==> src/rtl/rom_bank_loader.sv <==
// Byte-stream frame loader: parses an address/length header, writes 16-bit words into
// one of two ROM banks and verifies an XOR checksum over the data bytes.
module rom_bank_loader #(
   parameter int BANK_DEPTH = 1024
) (
   input  logic        clk,
   input  logic        rst_n,
   input  logic [7:0]  in_data,
   input  logic        in_valid,
   output logic        in_ready,
   input  logic        err_clear,
   output logic        wr_en,
   output logic        wr_bank,
   output logic [9:0]  wr_index,
   output logic [15:0] wr_data,
   output logic        busy,
   output logic        done,
   output logic        err,
   output logic [1:0]  err_code
);

   typedef enum logic [3:0] {
      S_ADDR_LO, S_ADDR_HI, S_LEN_LO, S_LEN_HI,
      S_DATA_LO, S_DATA_HI, S_CSUM, S_DONE, S_ERR
   } state_t;

   state_t      state_q, state_d;
   logic [7:0]  addr_lo_q, addr_lo_d;
   logic [7:0]  len_lo_q, len_lo_d;
   logic [7:0]  lo_q, lo_d;
   logic [15:0] words_left_q, words_left_d;
   logic [7:0]  csum_q, csum_d;
   logic        wr_en_q, wr_en_d;
   logic        wr_bank_q, wr_bank_d;
   logic [9:0]  wr_index_q, wr_index_d;
   logic [15:0] wr_data_q, wr_data_d;
   logic        done_q, done_d;
   logic [1:0]  err_code_q, err_code_d;

   logic        accept;
   logic        addr_hi_bad;
   logic [15:0] len_word;
   logic [16:0] end_idx;
   logic        len_overrun;

   assign accept      = in_valid && in_ready;
   // Only 0x0000-0x03FF (bank 0) and 0xC000-0xC3FF (bank 1) are loadable
   assign addr_hi_bad = (in_data[7:6] == 2'b01) || (in_data[7:6] == 2'b10) ||
                        (in_data[5:2] != 4'd0);
   assign len_word    = {in_data, len_lo_q};
   assign end_idx     = {7'd0, wr_index_q} + {1'b0, len_word};
   assign len_overrun = end_idx > 17'(BANK_DEPTH);

   always_ff @(posedge clk) begin
      if (!rst_n) begin
         state_q <= S_ADDR_LO;
      end else begin
         state_q <= state_d;
      end
   end

   always_comb begin
      state_d = state_q;
      case (state_q)
         S_ADDR_LO: if (accept) state_d = S_ADDR_HI;
         S_ADDR_HI: if (accept) state_d = addr_hi_bad ? S_ERR : S_LEN_LO;
         S_LEN_LO:  if (accept) state_d = S_LEN_HI;
         S_LEN_HI: begin
            if (accept) begin
               if (len_overrun)            state_d = S_ERR;
               else if (len_word == 16'd0) state_d = S_CSUM;
               else                        state_d = S_DATA_LO;
            end
         end
         S_DATA_LO: if (accept) state_d = S_DATA_HI;
         S_DATA_HI: if (accept) state_d = (words_left_q == 16'd1) ? S_CSUM : S_DATA_LO;
         S_CSUM:    if (accept) state_d = (in_data == csum_q) ? S_DONE : S_ERR;
         S_DONE:    state_d = S_ADDR_LO;
         S_ERR:     if (err_clear) state_d = S_ADDR_LO;
         default:   state_d = S_ADDR_LO;
      endcase
   end

   always_comb begin
      in_ready = 1'b0;
      busy     = 1'b1;
      err      = 1'b0;
      case (state_q)
         S_ADDR_LO: begin
            in_ready = 1'b1;
            busy     = 1'b0;
         end
         S_ADDR_HI, S_LEN_LO, S_LEN_HI, S_DATA_LO, S_DATA_HI, S_CSUM: in_ready = 1'b1;
         S_ERR:   err = 1'b1;
         default: ;
      endcase
   end

   always_comb begin
      addr_lo_d    = addr_lo_q;
      len_lo_d     = len_lo_q;
      lo_d         = lo_q;
      words_left_d = words_left_q;
      csum_d       = csum_q;
      wr_en_d      = 1'b0;
      wr_bank_d    = wr_bank_q;
      wr_index_d   = wr_index_q;
      wr_data_d    = wr_data_q;
      err_code_d   = err_code_q;

      // Advance after each write except the last, so a frame ending at 1023 leaves it there
      if (wr_en_q && (words_left_q != 16'd0)) wr_index_d = wr_index_q + 10'd1;

      case (state_q)
         S_ADDR_LO: if (accept) addr_lo_d = in_data;
         S_ADDR_HI: begin
            if (accept) begin
               if (addr_hi_bad) begin
                  err_code_d = 2'd1;
               end else begin
                  wr_bank_d  = in_data[7];
                  wr_index_d = {in_data[1:0], addr_lo_q};
               end
            end
         end
         S_LEN_LO: if (accept) len_lo_d = in_data;
         S_LEN_HI: begin
            if (accept) begin
               if (len_overrun) err_code_d   = 2'd2;
               else             words_left_d = len_word;
            end
         end
         S_DATA_LO: begin
            if (accept) begin
               lo_d   = in_data;
               csum_d = csum_q ^ in_data;
            end
         end
         S_DATA_HI: begin
            if (accept) begin
               csum_d       = csum_q ^ in_data;
               wr_en_d      = 1'b1;
               wr_data_d    = {in_data, lo_q};
               words_left_d = words_left_q - 16'd1;
            end
         end
         S_CSUM:  if (accept && (in_data != csum_q)) err_code_d = 2'd3;
         S_ERR:   if (err_clear) err_code_d = 2'd0;
         default: ;
      endcase

      done_d = (state_d == S_DONE);
      if (state_d == S_ADDR_LO) csum_d = 8'd0;
   end

   always_ff @(posedge clk) begin
      if (!rst_n) begin
         addr_lo_q    <= 8'd0;
         len_lo_q     <= 8'd0;
         lo_q         <= 8'd0;
         words_left_q <= 16'd0;
         csum_q       <= 8'd0;
         wr_en_q      <= 1'b0;
         wr_bank_q    <= 1'b0;
         wr_index_q   <= 10'd0;
         wr_data_q    <= 16'd0;
         done_q       <= 1'b0;
         err_code_q   <= 2'd0;
      end else begin
         addr_lo_q    <= addr_lo_d;
         len_lo_q     <= len_lo_d;
         lo_q         <= lo_d;
         words_left_q <= words_left_d;
         csum_q       <= csum_d;
         wr_en_q      <= wr_en_d;
         wr_bank_q    <= wr_bank_d;
         wr_index_q   <= wr_index_d;
         wr_data_q    <= wr_data_d;
         done_q       <= done_d;
         err_code_q   <= err_code_d;
      end
   end

   assign wr_en    = wr_en_q;
   assign wr_bank  = wr_bank_q;
   assign wr_index = wr_index_q;
   assign wr_data  = wr_data_q;
   assign done     = done_q;
   assign err_code = err_code_q;

endmodule

==> config.mk <==
export PLATFORM = sky130hd
export DESIGN_NAME = rom_bank_loader
export DESIGN_NICKNAME = d
export VERILOG_FILES = /design/src/rtl/rom_bank_loader.sv
export SDC_FILE = /design/constraint.sdc
export NUM_CORES = 1
export LEC_CHECK = 0
export CELL_PAD_IN_SITES_DETAIL_PLACEMENT = 0
export CELL_PAD_IN_SITES_GLOBAL_PLACEMENT = 1
export CORE_UTILIZATION = 45
export CTS_CLUSTER_SIZE = 30
export DETAILED_ROUTE_END_ITERATION = 12
export PLACE_DENSITY = 0.85
export SETUP_SLACK_MARGIN = 0.4
export SYNTH_ARGS = -nofsm -noshare
export SYNTH_HDL_FRONTEND = slang
export SYNTH_SLANG_ARGS = --single-unit
==> constraint.sdc <==
create_clock -name clk -period 6.4 [get_ports clk]
set_clock_uncertainty 0.15 [all_clocks]
set_input_delay 0.96 -clock clk [delete_from_list [all_inputs] [get_ports clk]]
set_output_delay 0.96 -clock clk [all_outputs]
set_load 0.01 [all_outputs]
; ---- After elaboration in Yosys (flattened, before gate mapping)
; Index checks and enable logic that the tools add are counted.
[word_totals]
register_bits = 83
inputBits = 12
output_inout_bits = 34
elab_cells = 97
[classes]
add_sub_neg = 3
magnitude_cmp = 1
eq_ne = 21
muxes = 33
bitwise = 3
n_reduce_logical = 24
[op_table]
columns = op, count
row1 = 16-bit two-way mux, 3
row2 = 4-bit two-way mux, 11
row3 = 10-bit two-way mux, 4
row4 = 16-bit case mux with 2 select lines, 1
row5 = 4-bit case mux with 8 select lines, 1
row6 = 10-bit by 16-bit adder with 17-bit output, 1
row7 = "17-bit by 11-bit > comparator with 1-bit output, second input constant", 1
row8 = "16-bit by 1-bit equality test with 1-bit output, second input constant", 1
row9 = "4-bit by 3-bit equality test with 1-bit output, second input constant", 4
row10 = 16-bit logical NOT, 1
row11 = 2-bit two-way mux, 8
row12 = "2-bit != test, second input constant", 8
row13 = 16-bit nonzero test, 1
row14 = "16-bit by 1-bit subtractor with 16-bit output, second input constant", 1
row15 = 2-bit AND reduction, 6
row16 = "10-bit by 1-bit adder with 10-bit output, second input constant", 1
row17 = "4-bit by 2-bit equality test with 1-bit output, second input constant", 2
row18 = 8-bit equality test, 1
row19 = 4-bit logical NOT, 2
row20 = 8-bit != test, 1
row21 = 2-bit case mux with 4 select lines, 1
row22 = 4-bit nonzero test, 2
row23 = 8-bit XOR, 1
row24 = 7-bit AND reduction, 1
row25 = 13 further kinds, 21

; ---- Longest topological paths before layout
; Gate-level depths: netlist of run 1.
[logic_depth]
word_depth = 8
mapped_depth = 12

; ---- Least setup slack after synthesis of run 1
; Ideal clock, no wire load.
[synth_timing]
path_kind = input -> register
from = input port in_data[0]
to = register words_left_q[12]
arrival_ps = 3101
required_ps = 6175
slack_ps = 3074
cell_stages = 12
path_buffers = 3
cell_sequence = ha_1 > clkbuf_1 > and4_1 > nand2_1 > a211oi_1 > o21ai_0 > a22oi_1 > and3_1 > clkbuf_1 > a21oi_2 > buf_2 > o22ai_1
[synth_via]
elab_chain_len = 4
[synth_lines]
columns = element, line_no
row1 = "start, declared", 8  ; input logic [7:0] in_data,
row2 = 10-bit by 16-bit adder with 17-bit output, 51  ; assign end_idx = {7'd0, wr_index_q} + {1'b0, len_word};
row3 = 17-bit by 11-bit > comparator with 1-bit output, 52  ; assign len_overrun = end_idx > 17'(BANK_DEPTH);
row4 = 2-bit != test (no source line), -
row5 = 4-bit AND reduction (no source line), -
row6 = "end signal, assigned", 173  ; words_left_q <= words_left_d;
row7 = "end, declared", 31  ; logic [15:0] words_left_q, words_left_d;
; No other way between the ends.
; A chain may end at the register's enable or synchronous reset.

; ---- Worst setup path in the final report of run 1
[layout_timing]
from = input port in_data[0]
to = register words_left_q[11]
; The elaborated chain is that of the path after synthesis.

==> key figures, run 1 <==
Synthesis
  – Post-Syn Area: 0.004571 mm^2
  – Top cells by area, synth: dfxtp_1, nand2_1, nor2_1
  – Post-synth top cells: nand2_1, dfxtp_1, nor2_1
  – Most frequent cell after synthesis: nand2_1
  – Yosys top cell area share: 0.3635
  – EDFF count, synth: 0
  – Distinct cells, synth: 60
  – Synth async-reset ratio: 0
  – FF+latch count, synth: 83
  – Mean area per synthesized cell: 7.894 um^2
  – Register area share after synthesis: 0.3635
  – Synth Instances: 579
  – YS warnings: 0
  – Primary FF master, synth: dfxtp_1
  – Leading area contributor after synthesis: dfxtp_1
  – Syn nets: 607

GRT
  – Largest net degree at the start of global routing: 34
  – First-pass GRT wire length: 19.84 mm
  – Initial antenna violation count: 0
  – GRT Residual Overflow: 0
  – Vias in the first global route: 3869
  – GRT Resource Usage Total: 0.2465

Power and ir drop
  – Maximum VDD drop: 0.0001384 V
  – Final Power: 1.053 mW
  – Leakage power: 2.031 nW
  – Pwr dens: 199.2 mW/mm^2

Layout
  – Diode count: 0
  – Layout area overhead: 15.66%
  – Layout cell share with drive strength beyond 1: 0.04620
  – Nets: 629

Clock tree
  – Skew-Pair Late Insertion Delay: 360 ps
  – Clk sink count: 83
  – Htree depth: 3
  – CTS root buffer: clkbuf_8
  – CTS buffer count: 9
  – Setup Buffers After CTS: 0
  – CTS tree: built
  – Max clock buf depth: 2
  – Hold buffer count at cts: 0
  – Post_cts resized: 0
  – Clock slew at reported path FFs: 90 ps

Floorplanning
  – Die area: 0.01056 mm^2
  – Core ar.: 0.009819 mm^2
  – Die Wd: 102.8 um
  – I/O pin count: 46
  – Starting Density: 0.4655
  – Height of the die: 102.8 um
  – Rows: 36

Timing
  – Worst slew margin: 0.3564
  – Fmax achieved: 234.4 MHz
  – Crit path time final: 4267 ps
  – Worst Hold Margin: 305.1 ps
  – Pins Over Slew Limit: 0
  – Actual slew at the worst max-slew pin: 963.5 ps
  – Final setup viols: 0
  – RSZ-0062 raised after global routing: false
  – Fin. Hold Viols: 0
  – Sum Neg Setup Slack: 0 ps
  – Period utilization: 0.6667

Critical path
  – Setup crit start kind: input pin
  – Slack of the worst reg-to-reg path: 2540 ps
  – Critical setup path kind: input pin to flop
  – Worst setup EP type: flop
  – CP Data Required Time: 6470 ps
  – Critical Path AT: 4340 ps
  – Worst-path maximum fanout: 11

Run
  – Max-cap violations: 0

Placed design
  – Dpl hpwl: 8.548 mm
  – Placer Congestion: 0.9265
  – # port buffers: 45

Detailed routing
  – Metal2 WL: 5.410 mm
  – Vias per inst: 5.762
  – First-pass detailed-route iteration total: 5
  – Antenna viol nets, final: 0
  – Initial DRC count: 208
  – WL final: 12.23 mm
  – Mean routed wirelength per cell: 16.55 um
  – Met3 wire len: 671 um
  – Via count: 4258
  – Top Metal Used: met4
  – Remaining routing DRC violations: 0
  – Met1 WL: 5.866 mm

Status
  – Status: finished clean

Min path
  – Hold Crit Class: flop to flop
==> stage by stage <==
stage               cells  setup slack (ps)  cell area [um^2]  utilization
CTS                   739              2175              5286       0.5384
detailed placement    723              1798              5061       0.5154
floorplan             579              3074              4571            -
finish                739              2133              5286       0.5384
global route          739              1975              5286       0.5384
global placement      723              1886              5061       0.5154
==> power breakdown <==
group	total, mW	leakage, nW	switching [mW]	internal [mW]
combinational	0.0969	1.25	0.0588	0.0381
sequential	0.532	0.670	0.00861	0.523
clock	0.424	0.111	0.201	0.223
==> layout by cell type (no fill, tap or decap), drive strengths merged, types with 6 or more instances in the layout <==
cell,n
a21oi,41
ha,15
o21ai,23
xor2,25
nand2,96
clkbuf,9
dfxtp,83
xnor2,7
nor4,8
nor2,68
nor3,10
clkdlybuf4s50,45
nand4,9
a31oi,7
nand3,14
o41ai,7
o31ai,8
or3,6
inv,12
and2,8
a211oi,11
o22ai,11
mux2i,25
==> cell families (layout without fill, tap and decap cells) <==
| logic type | Yosys count | in the layout | share of synthesized area |
|---|---|---|---|
| multiplexers | 26 | 26 | 0.05721 |
| XOR/XNOR | 32 | 32 | 0.06132 |
| flip-flops | 83 | 83 | 0.3635 |
| AO/OA/AOI/OAI | 129 | 129 | 0.1853 |
| buffers and inverters | 49 | 76 | 0.04325 |
| adder cells (fa/ha/maj) | 16 | 16 | 0.04544 |
| AND/OR/NAND/NOR | 244 | 244 | 0.2439 |
==> cell type report <==
| type | instances | area, um^2 |
|---|---|---|
| timing repair buffer | 49 | 480.5 |
| inverter | 11 | 41.29 |
| sequential | 83 | 1662 |
| tap | 133 | 166.4 |
| fill | 982 | 4533 |
| clock inverter | 7 | 101.3 |
| multi-input combinational | 447 | 2711 |
| clock buffer | 9 | 123.9 |
==> layer usage <==
layer	track usage	up-vias
met5	0	-
li1	-	2095
met4	0.1008	0
met3	0.04407	23
met2	0.3800	118
met1	0.3405	2022
==> path summary, 6_finish.rpt <==
kind,endpoint,start,cells past startpoint
worst min register to register,wr_data[3],lo_q[3],2
worst max register to register,words_left_q[11],len_lo_q[1],9
worst min-delay path,wr_data[3],lo_q[3],2
worst max-delay path,words_left_q[11],in_data[0],8
==> flip-flops by register name, summed over array words and instances (netlist names) <==
name,flops
words_left_q,16
wr_data,16
wr_index,10
addr_lo_q,8
csum_q,8
len_lo_q,8
lo_q,8
state_q,4
err_code,2
done,1
wr_bank,1
wr_en,1
==> critical path, stage by stage <==
cell and delay, ps:
clkdlybuf4s50_1 640, ha_1 560, o311a_1 190, o21ai_0 100, or4_4 520, o31a_1 400
o21ai_1 740, o22ai_1 200
Note: power is estimated with default switching activity, not from simulation.
==> run 2: changes to the inputs <==
--- a/config.mk
+++ b/config.mk
@@ -7,10 +7,10 @@
 export LEC_CHECK = 0
 export CELL_PAD_IN_SITES_DETAIL_PLACEMENT = 0
 export CELL_PAD_IN_SITES_GLOBAL_PLACEMENT = 1
-export CORE_UTILIZATION = 45
+export CORE_UTILIZATION = 38
 export CTS_CLUSTER_SIZE = 30
 export DETAILED_ROUTE_END_ITERATION = 12
-export PLACE_DENSITY = 0.85
+export PLACE_DENSITY = 0.77
 export SETUP_SLACK_MARGIN = 0.4
 export SYNTH_ARGS = -nofsm -noshare
 export SYNTH_HDL_FRONTEND = slang
==> constraint.sdc (replaced) <==
create_clock -name clk -period 3.8 [get_ports clk]
set_clock_uncertainty 0.15 [all_clocks]
set_input_delay 0.57 -clock clk [delete_from_list [all_inputs] [get_ports clk]]
set_output_delay 0.57 -clock clk [all_outputs]
set_load 0.01 [all_outputs]
==> key figures, run 2 (synthesis results as in run 1) <==
Layout
  – Diode count: 0
  – Design area: 0.005549 mm^2
  – Commonest cells after routing, fill and taps aside: nand2_1, dfxtp_1, nor2_1, clkdlybuf4s50_1, a21oi_1
  – Most common cell after layout, fill and taps aside: nand2_1
  – Fillers: 1147
  – Nets: 645
  – Layout area overhead: 21.41%
  – Multi-input logic area: 0.002735 mm^2
  – Register Area: 0.001663 mm^2
  – Layout cell share with drive strength beyond 1: 0.08039

Run
  – Max-cap violations: 0

Detailed routing
  – Vias per inst: 5.610
  – First-pass detailed-route iteration total: 9
  – WL final: 12.92 mm
  – Via count: 4292
  – Remaining routing DRC violations: 2
  – Initial DRC count: 306
  – Mean routed wirelength per cell: 16.89 um
  – Antenna viol nets, final: 0

Timing
  – Fmax achieved: 301.8 MHz
  – RSZ-0062 raised after global routing: false
  – Final worst setup slack: 486.9 ps
  – Final setup viols: 0
  – Crit path time final: 3313 ps
  – Sum Neg Setup Slack: 0 ps
  – Period utilization: 0.8719
  – Pins Over Slew Limit: 0
  – Actual slew at the worst max-slew pin: 707.4 ps
  – Worst Hold Margin: 303.1 ps
  – Worst slew margin: 0.5271
  – Fin. Hold Viols: 0

Clock tree
  – Max clock buf depth: 2
  – CTS tree: built
  – Hold buffer count at cts: 0
  – Skew-Pair Late Insertion Delay: 340 ps
  – Clk sink count: 83
  – Clock slew at reported path FFs: 60 ps
  – Htree depth: 3
  – CTS root buffer: clkbuf_16
  – CTS buffer count: 9

Power and ir drop
  – Maximum VDD drop: 0.0002358 V
  – Pwr dens: 367.5 mW/mm^2
  – Final Power: 2.039 mW
  – Leakage power: 2.159 nW

Critical path
  – FF-to-FF End: err_code[1]
  – Worst-path maximum fanout: 8
  – Setup crit start: len_lo_q[1]
  – Crit path to: err_code[1]
  – Reg-to-Reg Start: len_lo_q[1]
  – Worst setup EP type: flop
  – Setup crit start kind: flop
  – Critical Path AT: 3400 ps
  – Cells on worst reg2reg path: 9
  – CP Data Required Time: 3880 ps
  – Slack of the worst reg-to-reg path: 490 ps
  – Critical setup path kind: flop to flop

GRT
  – Initial antenna violation count: 0
  – GRT Resource Usage Total: 0.2146
  – Largest net degree at the start of global routing: 44
  – First-pass GRT wire length: 21.18 mm
  – GRT Residual Overflow: 0
  – Vias in the first global route: 4133

Placed design
  – Post-DP Area: 0.005179 mm^2
  – Pre-CTS setup slack: 150.1 ps
  – Placer Congestion: 0.8781
  – # port buffers: 45
  – Dpl hpwl: 9.158 mm

Floorplanning
  – Rows: 39
  – Height of the die: 111.7 um
  – Die area: 0.01247 mm^2
  – Core ar.: 0.01156 mm^2
  – I/O pin count: 46
  – Die Wd: 111.7 um
  – Starting Density: 0.3952

Min path
  – Hold Crit Class: flop to flop

Status
  – Failing checks: DRC
  – Status: finished with violations
[run 2: worst max-delay path, stage by stage (launching register included)]
cell       delay (ps)
dfxtp_1           450
ha_1              280
a21o_1            220
a2111oi_2         380
a31oi_1            70
and3_1            180
or4_4             550
o31a_1            370
o31a_1            310
o221a_1           240
[run 2: power by group]
part / leakage (nW) / total [mW] / switching, mW / internal [mW]
combinational: 1.33 / 0.180 / 0.106 / 0.0736
sequential: 0.671 / 0.896 / 0.0142 / 0.882
clock: 0.163 / 0.964 / 0.369 / 0.595
total: 2.16 / 2.04 / 0.489 / 1.55
[run 2: area by class of cell]
cell class                 instances  share of cell area
timing repair buffer              65              0.1089
tap                              143             0.03224
clock buffer                      10             0.04307
inverter                          11            0.007441
sequential                        83              0.2997
multi-input combinational        447              0.4929
clock inverter                     6             0.01578
[run 2: how the worst min path moves through the flow]
| stage | from | to | cells past startpoint |
|---|---|---|---|
| final | wr_data[14] | wr_data[14] | 2 |
| after global placement | wr_data[11] | wr_data[11] | 2 |
| after floorplan | lo_q[0] | wr_data[0] | 2 |
| after CTS | wr_data[14] | wr_data[14] | 2 |
| after detailed placement | wr_data[14] | wr_data[14] | 2 |
| after global routing | lo_q[1] | wr_data[1] | 2 |
[run 2: what timing repair did]
| action | in CTS | in global routing |
|---|---|---|
| setup endpoints to repair | 0 | 20 |
| buffers inserted | 0 | 2 |
| resized for setup | 0 | 8 |
[run 2: metal layers]
layer | vias up | wire length [um] | GRT usage | share of wire
met5 | - | 0 | 0 | 0
met4 | 0 | 285 | 0.08378 | 0.022
met3 | 20 | 549 | 0.03538 | 0.042
met2 | 99 | 5879 | 0.3304 | 0.45
met1 | 2044 | 6207 | 0.2987 | 0.48
li1 | 2129 | - | - | -
[run 2: stage by stage]
stage                     instances    util
after floorplan                 579       -
after global placement          747  0.4478
after detailed placement        747  0.4478
after CTS                       763  0.4760
after global routing            765  0.4798
final                           765  0.4798
==> run 3: changes to the inputs <==
--- a/config.mk
+++ b/config.mk
@@ -7,10 +7,10 @@
 export LEC_CHECK = 0
 export CELL_PAD_IN_SITES_DETAIL_PLACEMENT = 0
 export CELL_PAD_IN_SITES_GLOBAL_PLACEMENT = 1
-export CORE_UTILIZATION = 38
+export CORE_UTILIZATION = 43
 export CTS_CLUSTER_SIZE = 30
 export DETAILED_ROUTE_END_ITERATION = 12
-export PLACE_DENSITY = 0.77
+export PLACE_DENSITY = 0.82
 export SETUP_SLACK_MARGIN = 0.4
 export SYNTH_ARGS = -nofsm -noshare
 export SYNTH_HDL_FRONTEND = slang
==> constraint.sdc (replaced) <==
create_clock -name clk -period 3.48 [get_ports clk]
set_clock_uncertainty 0.15 [all_clocks]
set_input_delay 0.522 -clock clk [delete_from_list [all_inputs] [get_ports clk]]
set_output_delay 0.522 -clock clk [all_outputs]
set_load 0.01 [all_outputs]
==> key figures, run 3 (synthesis results as in run 1) <==
Clock tree
  – Htree depth: 3
  – CTS buffer count: 9
  – Skew-Pair Late Insertion Delay: 360 ps
  – CTS root buffer: clkbuf_8
  – Max clock buf depth: 2
  – Clock slew at reported path FFs: 100 ps
  – Clk sink count: 83
  – CTS tree: built
  – Hold buffer count at cts: 0

Timing
  – Fin. Hold Viols: 0
  – RSZ-0062 raised after global routing: true
  – Pins Over Slew Limit: 0
  – Final worst setup slack: 418.2 ps
  – Crit path time final: 3062 ps
  – Final setup viols: 0
  – Fmax achieved: 326.6 MHz
  – Period utilization: 0.8798
  – Actual slew at the worst max-slew pin: 603.1 ps
  – Worst slew margin: 0.5923

GRT
  – GRT Residual Overflow: 0
  – GRT Resource Usage Total: 0.2387
  – First-pass GRT wire length: 20.77 mm
  – Largest net degree at the start of global routing: 32
  – Initial antenna violation count: 0
  – Vias in the first global route: 3974

Floorplanning
  – Die Wd: 105.1 um
  – Starting Density: 0.4427
  – I/O pin count: 46
  – Rows: 37
  – Die area: 0.01105 mm^2
  – Height of the die: 105.1 um
  – Core ar.: 0.01032 mm^2

Min path
  – HP Start: lo_q[4]
  – Hold Crit Class: flop to flop
  – WHS Path Cells: 2
  – WHS Endpoint: wr_data[4]

Power and ir drop
  – Pwr dens: 353.7 mW/mm^2
  – Comb power frac: 0.103
  – Maximum VDD drop: 0.0001944 V
  – Leakage power: 2.209 nW
  – Sw Ratio: 0.2635
  – Clock share of power: 0.411
  – Reg power frac: 0.485
  – P_int: 1.482 mW
  – Sw Pwr: 530.1 uW

Detailed routing
  – WL final: 13.02 mm
  – Remaining routing DRC violations: 0
  – Vias per inst: 5.659
  – First-pass detailed-route iteration total: 5
  – Initial DRC count: 219
  – Via count: 4403
  – Antenna viol nets, final: 0
  – Mean routed wirelength per cell: 16.73 um

Critical path
  – Setup crit start kind: flop
  – Slack of the worst reg-to-reg path: 420 ps
  – CP Data Required Time: 3590 ps
  – Critical Path AT: 3170 ps
  – Cells on worst reg2reg path: 9
  – Reg-to-Reg Start: wr_index[0]
  – Critical setup path kind: flop to flop
  – Most used cell along the critical path: o31a_1
  – Worst setup EP type: flop
  – Max incr delay on CP: 560 ps
  – Crit-path slowest cell: or4_4
  – Worst-path maximum fanout: 8
  – FF-to-FF End: err_code[1]
  – Worst path cell trace: ha_4, fa_2, a21oi_2, o221ai_2, xor2_1, or4_4, o31a_1, o31a_1, o221a_1

Layout
  – Nets: 665
  – Fin util: 0.5510
  – Diode count: 0
  – Register Area: 0.001679 mm^2
  – Commonest cells after routing, fill and taps aside: nand2_1, dfxtp_1, nor2_1, clkdlybuf4s50_1, buf_4
  – Multi-input logic area: 0.002805 mm^2
  – Layout cell share with drive strength beyond 1: 0.1371
  – Layout area overhead: 24.45%
  – Final cell count without fillers: 778
  – Design area: 0.005688 mm^2
  – Most common cell after layout, fill and taps aside: nand2_1
  – Fillers: 979

Placed design
  – Post-DP Area: 0.005259 mm^2
  – # port buffers: 45
  – Placed Cells: 751
  – Placer Congestion: 0.8860
  – Pre-CTS setup slack: -43.42 ps
  – Dpl hpwl: 9.197 mm

Run
  – Max-cap violations: 0

Status
  – Status: finished clean
## run 3: timing repair
action / 4_1_cts / 5_1_grt
buffers inserted: 8 / 3
gates resized for setup: 23 / 7
endpoints found under the setup margin: 20 / 21
gates cloned: 0 / 0
pin swaps: 9 / 4
## run 3: worst max-delay path by stage
stage                 from          end  slack, ps  cells past startpoint
4_1_cts        len_lo_q[0]  err_code[1]        400                      9
5_1_grt        wr_index[1]  err_code[1]        310                     10
3_3_place_gp    in_data[1]  err_code[1]         20                     10
6_report       wr_index[0]  err_code[1]        420                      9
2_1_floorplan  wr_index[0]  err_code[1]        410                      9
3_5_place_dp    in_data[1]  err_code[1]        -40                     10
## run 3: cell type report
cell class,count,area share
well taps,136,0.02992
clock inverters,6,0.01694
clock buffers,10,0.02420
multi-input cells,447,0.4932
inverters,11,0.007259
repair buffers,85,0.1333
flip-flops and latches,83,0.2952
## run 3: power by group through the flow
stage / Sequential (mW) / Combinational (mW) / Clock [mW]
floorplan: 0.991 / 0.123 / 0
global placement: 1.00 / 0.195 / 0
detailed placement: 1.00 / 0.197 / 0
CTS: 0.976 / 0.203 / 0.839
global route: 0.979 / 0.223 / 0.880
finish: 0.977 / 0.208 / 0.828
## run 3: metrics by stage
stage	total power, mW	hold WS, ps	setup TNS (ps)
after floorplan	1.115	281.2	0
after global placement	1.196	288.1	0
after detailed placement	1.198	297.6	-51.50
after CTS	2.018	306.9	0
after global routing	2.083	326.8	0
final	2.012	308.3	0
## run 3: per-layer routing
| metal | vias to the layer above | GRT usage | part of all wire |
|---|---|---|---|
| met1 | 2098 | 0.3391 | 0.48 |
| met5 | - | 0 | 0 |
| met3 | 22 | 0.03182 | 0.049 |
| met4 | 0 | 0.08753 | 0.020 |
| li1 | 2158 | - | - |
| met2 | 125 | 0.3675 | 0.46 |
## run 3: worst max-delay path, delay by kind of cell (launching register included)
family,cells,cell delay [ps]
fa+ha+maj,2,550
flops,1,360
simple gates,1,560
compound gates,5,1170
xor+xnor,1,160
